`config.mk`:
```
export PLATFORM = sky130hd
export DESIGN_NAME = line_window_loader
export DESIGN_NICKNAME = d
export VERILOG_FILES = /design/src/rtl/npu_pkg.sv /design/src/rtl/skid_fifo2.sv /design/src/rtl/line_window_loader.sv
export SDC_FILE = /design/constraint.sdc
export NUM_CORES = 1
export LEC_CHECK = 0
export CAP_MARGIN = 15
export CORE_MARGIN = 8
export CORE_UTILIZATION = 55
export CTS_BUF_LIST = sky130_fd_sc_hd__clkbuf_8
export CTS_CLUSTER_SIZE = 40
export DETAILED_ROUTE_END_ITERATION = 8
export PLACE_DENSITY = 0.81
export SLEW_MARGIN = 10
export SYNTH_ARGS = -nofsm -noshare
export SYNTH_HDL_FRONTEND = slang
export SYNTH_HIERARCHICAL = 1
export SYNTH_SLANG_ARGS = --single-unit
export TNS_END_PERCENT = 10
```
`constraint.sdc`:
```
create_clock -name clk -period 7.1 [get_ports clk]
set_input_delay 1.775 -clock clk [delete_from_list [all_inputs] [get_ports clk]]
set_output_delay 1.775 -clock clk [all_outputs]
set_load 0.02 [all_outputs]
```
`src/rtl/npu_pkg.sv`:
```
// Shared definitions for the NPU line loaders: FSM encoding and default geometry.
package npu_pkg;

  typedef enum logic [1:0] {
    ST_IDLE  = 2'd0,
    ST_FETCH = 2'd1,
    ST_DRAIN = 2'd2,
    ST_DONE  = 2'd3
  } state_t;

  localparam int NPU_BIT_DEPTH  = 8;
  localparam int NPU_IMG_WIDTH  = 28;
  localparam int NPU_IMG_HEIGHT = 28;
  localparam int NPU_NUM_ROWS   = 3;
  localparam int NPU_ADDR_W     = 10;

endpackage

```
`src/rtl/skid_fifo2.sv`:
```
// Two-entry FIFO with valid/ready on both sides; head entry drives the output.
module skid_fifo2 #(
  parameter int WIDTH = 8
) (
  input  logic             clk,
  input  logic             rst,
  input  logic [WIDTH-1:0] in_data,
  input  logic             in_valid,
  output logic             in_ready,
  output logic [WIDTH-1:0] out_data,
  output logic             out_valid,
  input  logic             out_ready,
  output logic [1:0]       count
);

  logic [WIDTH-1:0] head_q;
  logic [WIDTH-1:0] tail_q;
  logic             push;
  logic             pop;

  assign in_ready  = (count != 2'd2);
  assign out_valid = (count != 2'd0);
  assign out_data  = head_q;
  assign push      = in_valid && in_ready;
  assign pop       = out_valid && out_ready;

  always_ff @(posedge clk or negedge rst) begin
    if (!rst) begin
      head_q <= '0;
      tail_q <= '0;
      count  <= 2'd0;
    end else begin
      case (count)
        2'd0: begin
          if (push) begin
            head_q <= in_data;
            count  <= 2'd1;
          end
        end
        2'd1: begin
          if (push && pop) begin
            head_q <= in_data;
          end else if (push) begin
            tail_q <= in_data;
            count  <= 2'd2;
          end else if (pop) begin
            count  <= 2'd0;
          end
        end
        default: begin
          if (pop) begin
            head_q <= tail_q;
            count  <= 2'd1;
          end
        end
      endcase
    end
  end

endmodule

```
`src/rtl/line_window_loader.sv`:
```
// Streams one image-row window (NUM_ROWS lanes) from memory as IMG_WIDTH column
// beats, zero-padding lanes that fall below the bottom image border.
module line_window_loader
  import npu_pkg::*;
#(
  parameter int BIT_DEPTH  = NPU_BIT_DEPTH,
  parameter int IMG_WIDTH  = NPU_IMG_WIDTH,
  parameter int IMG_HEIGHT = NPU_IMG_HEIGHT,
  parameter int NUM_ROWS   = NPU_NUM_ROWS,
  parameter int ADDR_W     = NPU_ADDR_W
) (
  input  logic                          clk,
  input  logic                          rst,
  input  logic                          start,
  input  logic [ADDR_W-1:0]             row_num,
  output logic                          mem_rd_en,
  output logic [NUM_ROWS*ADDR_W-1:0]    mem_addr,
  input  logic [NUM_ROWS*BIT_DEPTH-1:0] mem_rdata,
  output logic [NUM_ROWS*BIT_DEPTH-1:0] dout,
  output logic                          dout_valid,
  input  logic                          dout_ready,
  output logic                          busy,
  output logic                          done
);

  localparam int DW = NUM_ROWS * BIT_DEPTH;

  state_t              state;
  logic [ADDR_W-1:0]   col_q;
  logic [ADDR_W-1:0]   base_q [NUM_ROWS];
  logic [ADDR_W-1:0]   base_d [NUM_ROWS];
  logic [ADDR_W:0]     row_ext [NUM_ROWS];
  logic [NUM_ROWS-1:0] pad_q;
  logic [NUM_ROWS-1:0] pad_d;
  logic                rd_vld_p1;
  logic [DW-1:0]       rdata_p1;
  logic [1:0]          occ;
  logic                fifo_in_ready;
  logic                pop;
  logic [2:0]          outstanding;
  logic                drain_empty;

  // Row bases and padding mask are derived from row_num and latched on start.
  always_comb begin
    for (int k = 0; k < NUM_ROWS; k++) begin
      row_ext[k] = {1'b0, row_num} + (ADDR_W+1)'(k);
      pad_d[k]   = (row_ext[k] >= (ADDR_W+1)'(IMG_HEIGHT));
      base_d[k]  = row_ext[k][ADDR_W-1:0] * ADDR_W'(IMG_WIDTH);
    end
  end

  // A beat popped this cycle frees its slot, which keeps one read per cycle.
  assign pop         = dout_valid && dout_ready;
  assign outstanding = {1'b0, occ} - {2'b00, pop} + {2'b00, rd_vld_p1};
  assign mem_rd_en   = (state == ST_FETCH) && (outstanding < 3'd2) && fifo_in_ready;
  assign drain_empty = (occ == 2'd0) || ((occ == 2'd1) && pop);

  always_comb begin
    mem_addr = '0;
    for (int k = 0; k < NUM_ROWS; k++) begin
      if (mem_rd_en && !pad_q[k]) begin
        mem_addr[k*ADDR_W +: ADDR_W] = base_q[k] + col_q;
      end
    end
  end

  // Stage p1: memory data returns one cycle after the read strobe.
  always_comb begin
    rdata_p1 = mem_rdata;
    for (int k = 0; k < NUM_ROWS; k++) begin
      if (pad_q[k]) begin
        rdata_p1[k*BIT_DEPTH +: BIT_DEPTH] = '0;
      end
    end
  end

  always_ff @(posedge clk or negedge rst) begin
    if (!rst) begin
      state     <= ST_IDLE;
      col_q     <= '0;
      rd_vld_p1 <= 1'b0;
      busy      <= 1'b0;
      done      <= 1'b0;
      pad_q     <= '0;
      for (int k = 0; k < NUM_ROWS; k++) base_q[k] <= '0;
    end else begin
      rd_vld_p1 <= mem_rd_en;
      done      <= 1'b0;
      case (state)
        ST_IDLE: begin
          if (start) begin
            state  <= ST_FETCH;
            busy   <= 1'b1;
            col_q  <= '0;
            pad_q  <= pad_d;
            base_q <= base_d;
          end
        end
        ST_FETCH: begin
          if (mem_rd_en) begin
            col_q <= col_q + 1'b1;
            if (col_q == ADDR_W'(IMG_WIDTH - 1)) state <= ST_DRAIN;
          end
        end
        ST_DRAIN: begin
          if (drain_empty && !rd_vld_p1) begin
            state <= ST_DONE;
            done  <= 1'b1;
          end
        end
        default: begin
          state <= ST_IDLE;
          busy  <= 1'b0;
        end
      endcase
    end
  end

  skid_fifo2 #(
    .WIDTH(DW)
  ) u_skid (
    .clk      (clk),
    .rst      (rst),
    .in_data  (rdata_p1),
    .in_valid (rd_vld_p1),
    .in_ready (fifo_in_ready),
    .out_data (dout),
    .out_valid(dout_valid),
    .out_ready(dout_ready),
    .count    (occ)
  );

endmodule

```
==> flow_summary.json <==
{
  "grt_pass1_wl_mm": 25.4,
  "synth_top_family_by_area": "adder cells",
  "dp_cells": 862,
  "drive_gt1_share_pct": 14.9,
  "dr.first_iter.drc_count": 269,
  "synth.avg_cell_area_sq_um": 10.3,
  "routed_wl_mm": 14.7,
  "finalCritPeriodShare_pct": 94.4,
  "root_buffer": "clkbuf_8",
  "syn_to_final_growth_pct": 19.3,
  "synth-edff-count": 0,
  "cp-start-kind": "input port",
  "synth_mux_area_share_pct": 14.4,
  "detail_route.wl_per_cell_um": 16.8,
  "synthTopCellsByArea": "dfrtp_1 (35%), mux2_2 (13%), ha_1 (11%)",
  "htreeDepth": 3,
  "n_antenna_cell": 0,
  "slew_viol_final": 0,
  "cts_resized": 0,
  "vias_per_cell": 5.58,
  "die_area_sq_mm": 0.0157,
  "synthFlopType": "dfrtp_1",
  "yosys.area_share.simple_pct": 12.6,
  "synthCells": 636,
  "power_density_mw_per_mm2": 298,
  "grt_antenna_before_repair": 0,
  "setup_viol": 0,
  "grt_remaining_overflow": 0,
  "worst_clock_skew_ns": 0.0125,
  "synth_top_area_share_pct": 34.8,
  "grt_max_degree": 73,
  "cts_setup_buffers": 0,
  "fin_cells": 879,
  "start_util_pct": 55.5,
  "multi_input_area_sq_mm": 0.00400,
  "tightest_slew_ns": 0.966,
  "route.detailed.drc": 0,
  "regArea_sq_mm": 0.00228,
  "max_slew_margin_pct": 35.4,
  "coreArea_sq_mm": 0.0118,
  "clkSlewWorstSetupHoldPaths_ns": 0.09,
  "cp-end-kind": "primary output",
  "leakage_uw": 0.00361,
  "outcome": "completed",
  "synth_xor_area_share_pct": 8.42,
  "synth-adder-area-share_pct": 15.7,
  "clk_latency_ns": 0.37,
  "holdWs_ns": 0.492,
  "core.rowCount": 40,
  "cts_tree": "done",
  "cts_sinks": 91,
  "ctsHoldBuffers": 0,
  "ys_seq_area_share_pct": 34.8,
  "yosysTopAreaCell": "dfrtp_1",
  "max_clock_freq_ghz": 0.149,
  "required_ns": 5.33,
  "port_buffers": 95,
  "synth_compound_gate_area_share_pct": 9.95,
  "grt_pass1_vias": 5231,
  "grtUsageTotal_pct": 19.4,
  "yosys_warnings": 6,
  "dp_hpwl_mm": 11.4,
  "vias": 4905,
  "cp_max_fo": 8,
  "setup_ws_ns": 0.399,
  "ant_nets": 0,
  "min_period_ns": 6.70,
  "die_y_um": 125,
  "dp_worst_setup_slack_ns": 0.418,
  "fp.dieW_um": 125,
  "cts_made_buffers": 9,
  "synthDistinctLibCells": 45,
  "place.gp.congestion": 0.913,
  "nets": 838,
  "syn-num-nets": 747,
  "fin_util_pct": 66.2,
  "first_pass_iters": 4,
  "critical_path_arrival_ns": 4.93,
  "rsz0062_at_grt": "false",
  "holdCritPathClass": "reg2reg",
  "fin_tns_setup_ns": 0,
  "syn_area_sq_mm": 0.00655,
  "ir_drop_mv": 0.115,
  "critPathKind": "in2out",
  "cap_violations": 0,
  "nFillCells": 920,
  "clock_path_buffers": 2,
  "ys_seq_elements": 91,
  "ios": 96,
  "hold_viol": 0,
  "async_flop_share_pct": 100
}
[state kept, by name, indices dropped and copies added, names as in the netlist]
register / flops
busy: 1
base_q: 23
rd_vld_p1: 1
u_skid/out_data: 24
u_skid/count: 2
u_skid/tail_q: 24
pad_q: 3
col_q: 10
state: 2
done: 1
[worst max-delay path, cell delays in order]
cell             delay, ns
clkdlybuf4s50_1       0.63
nand2_1               0.08
inv_1                 0.08
ha_1                  0.22
nand2b_1              0.15
fa_1                  0.38
xor2_1                0.20
or2_1                 0.40
nor2_1                0.23
and2_1                0.16
clkdlybuf4s50_1       0.61
[path summary, 6_finish.rpt]
check | from | to | slack (ns) | depth (start not counted)
min in group asynchronous | rst | col_q[0] | 1.27 | 1
min reg2reg | base_q[17] | base_q[17] | 0.49 | 2
min | base_q[17] | base_q[17] | 0.49 | 2
max | dout_ready | mem_addr[11] | 0.40 | 11
max reg2reg | u_skid/count[0] | state[1] | 3.84 | 12
max in group asynchronous | rst | u_skid/out_data[11] | 4.64 | 2
[cells in the mapped netlist, types with 3 or more instances]
library cell	count
dfrtp_1	91
mux2_2	77
ha_1	58
nand2_1	48
o21ai_0	39
nor2_1	36
inv_1	35
xnor2_1	35
a21oi_1	31
xor2_1	28
nor2b_1	25
fa_1	15
and2_1	14
o21bai_1	12
clkbuf_1	11
a21o_1	10
or3_1	10
buf_6	8
nand3_1	8
nand2b_1	7
nor4_1	4
a31oi_1	3
mux2_4	3
[routing by layer]
| metal | vias up | wire length [um] | GRT usage, % |
|---|---|---|---|
| met5 | - | 0 | 0 |
| met3 | 31 | 660 | 3.78 |
| met2 | 127 | 7490 | 34.1 |
| met1 | 2397 | 6270 | 22.8 |
| li1 | 2350 | - | - |
| met4 | 0 | 320 | 7.95 |
[where the power goes]
part	internal [uW]	switching [uW]	total (uW)	leakage, uW
logic	527	547	1070	0.00233
clock network	172	205	377	0.000109
registers	723	153	876	0.00116
total	1420	905	2330	0.00361
[stage by stage]
stage	area (sq um)	total power (uW)
finish	7820	2330
global route	7820	2500
CTS	7810	2340
detailed placement	7590	1960
global placement	7560	1890
floorplan	6550	1600
[cells by family (layout without fill, tap and decap cells)]
| logic type | count (synthesis) | after routing |
|---|---|---|
| flip-flops | 91 | 91 |
| adder cells (fa/ha/maj) | 73 | 73 |
| AND/OR/NAND/NOR | 165 | 165 |
| AO/OA/AOI/OAI | 105 | 105 |
| XOR/XNOR | 63 | 63 |
| multiplexers | 83 | 83 |
| buffers and inverters | 56 | 152 |
[cell type report]
| cell class | instances | area share [%] |
|---|---|---|
| timing repair buffer | 100 | 12.8 |
| sequential | 91 | 29.1 |
| multi-input combinational | 489 | 51.2 |
| tap | 147 | 2.35 |
| clock inverter | 7 | 1.18 |
| inverter | 36 | 1.76 |
| clock buffer | 9 | 1.58 |
[placed cells by master, fill, tap and decap left out, types with 4 or more instances in the layout]
master	Yosys	final
clkdlybuf4s50_1	0	94
dfrtp_1	91	91
mux2_2	77	77
ha_1	58	58
nand2_1	48	48
o21ai_0	39	39
nor2_1	36	36
inv_1	35	35
xnor2_1	35	35
a21oi_1	31	31
xor2_1	28	28
nor2b_1	25	25
fa_1	15	15
and2_1	14	14
o21bai_1	12	12
or3_1	10	10
a21o_1	10	10
clkbuf_8	0	9
nand3_1	8	8
nand2b_1	7	7
nor4_1	4	4
(Power assumes the default switching activity.)
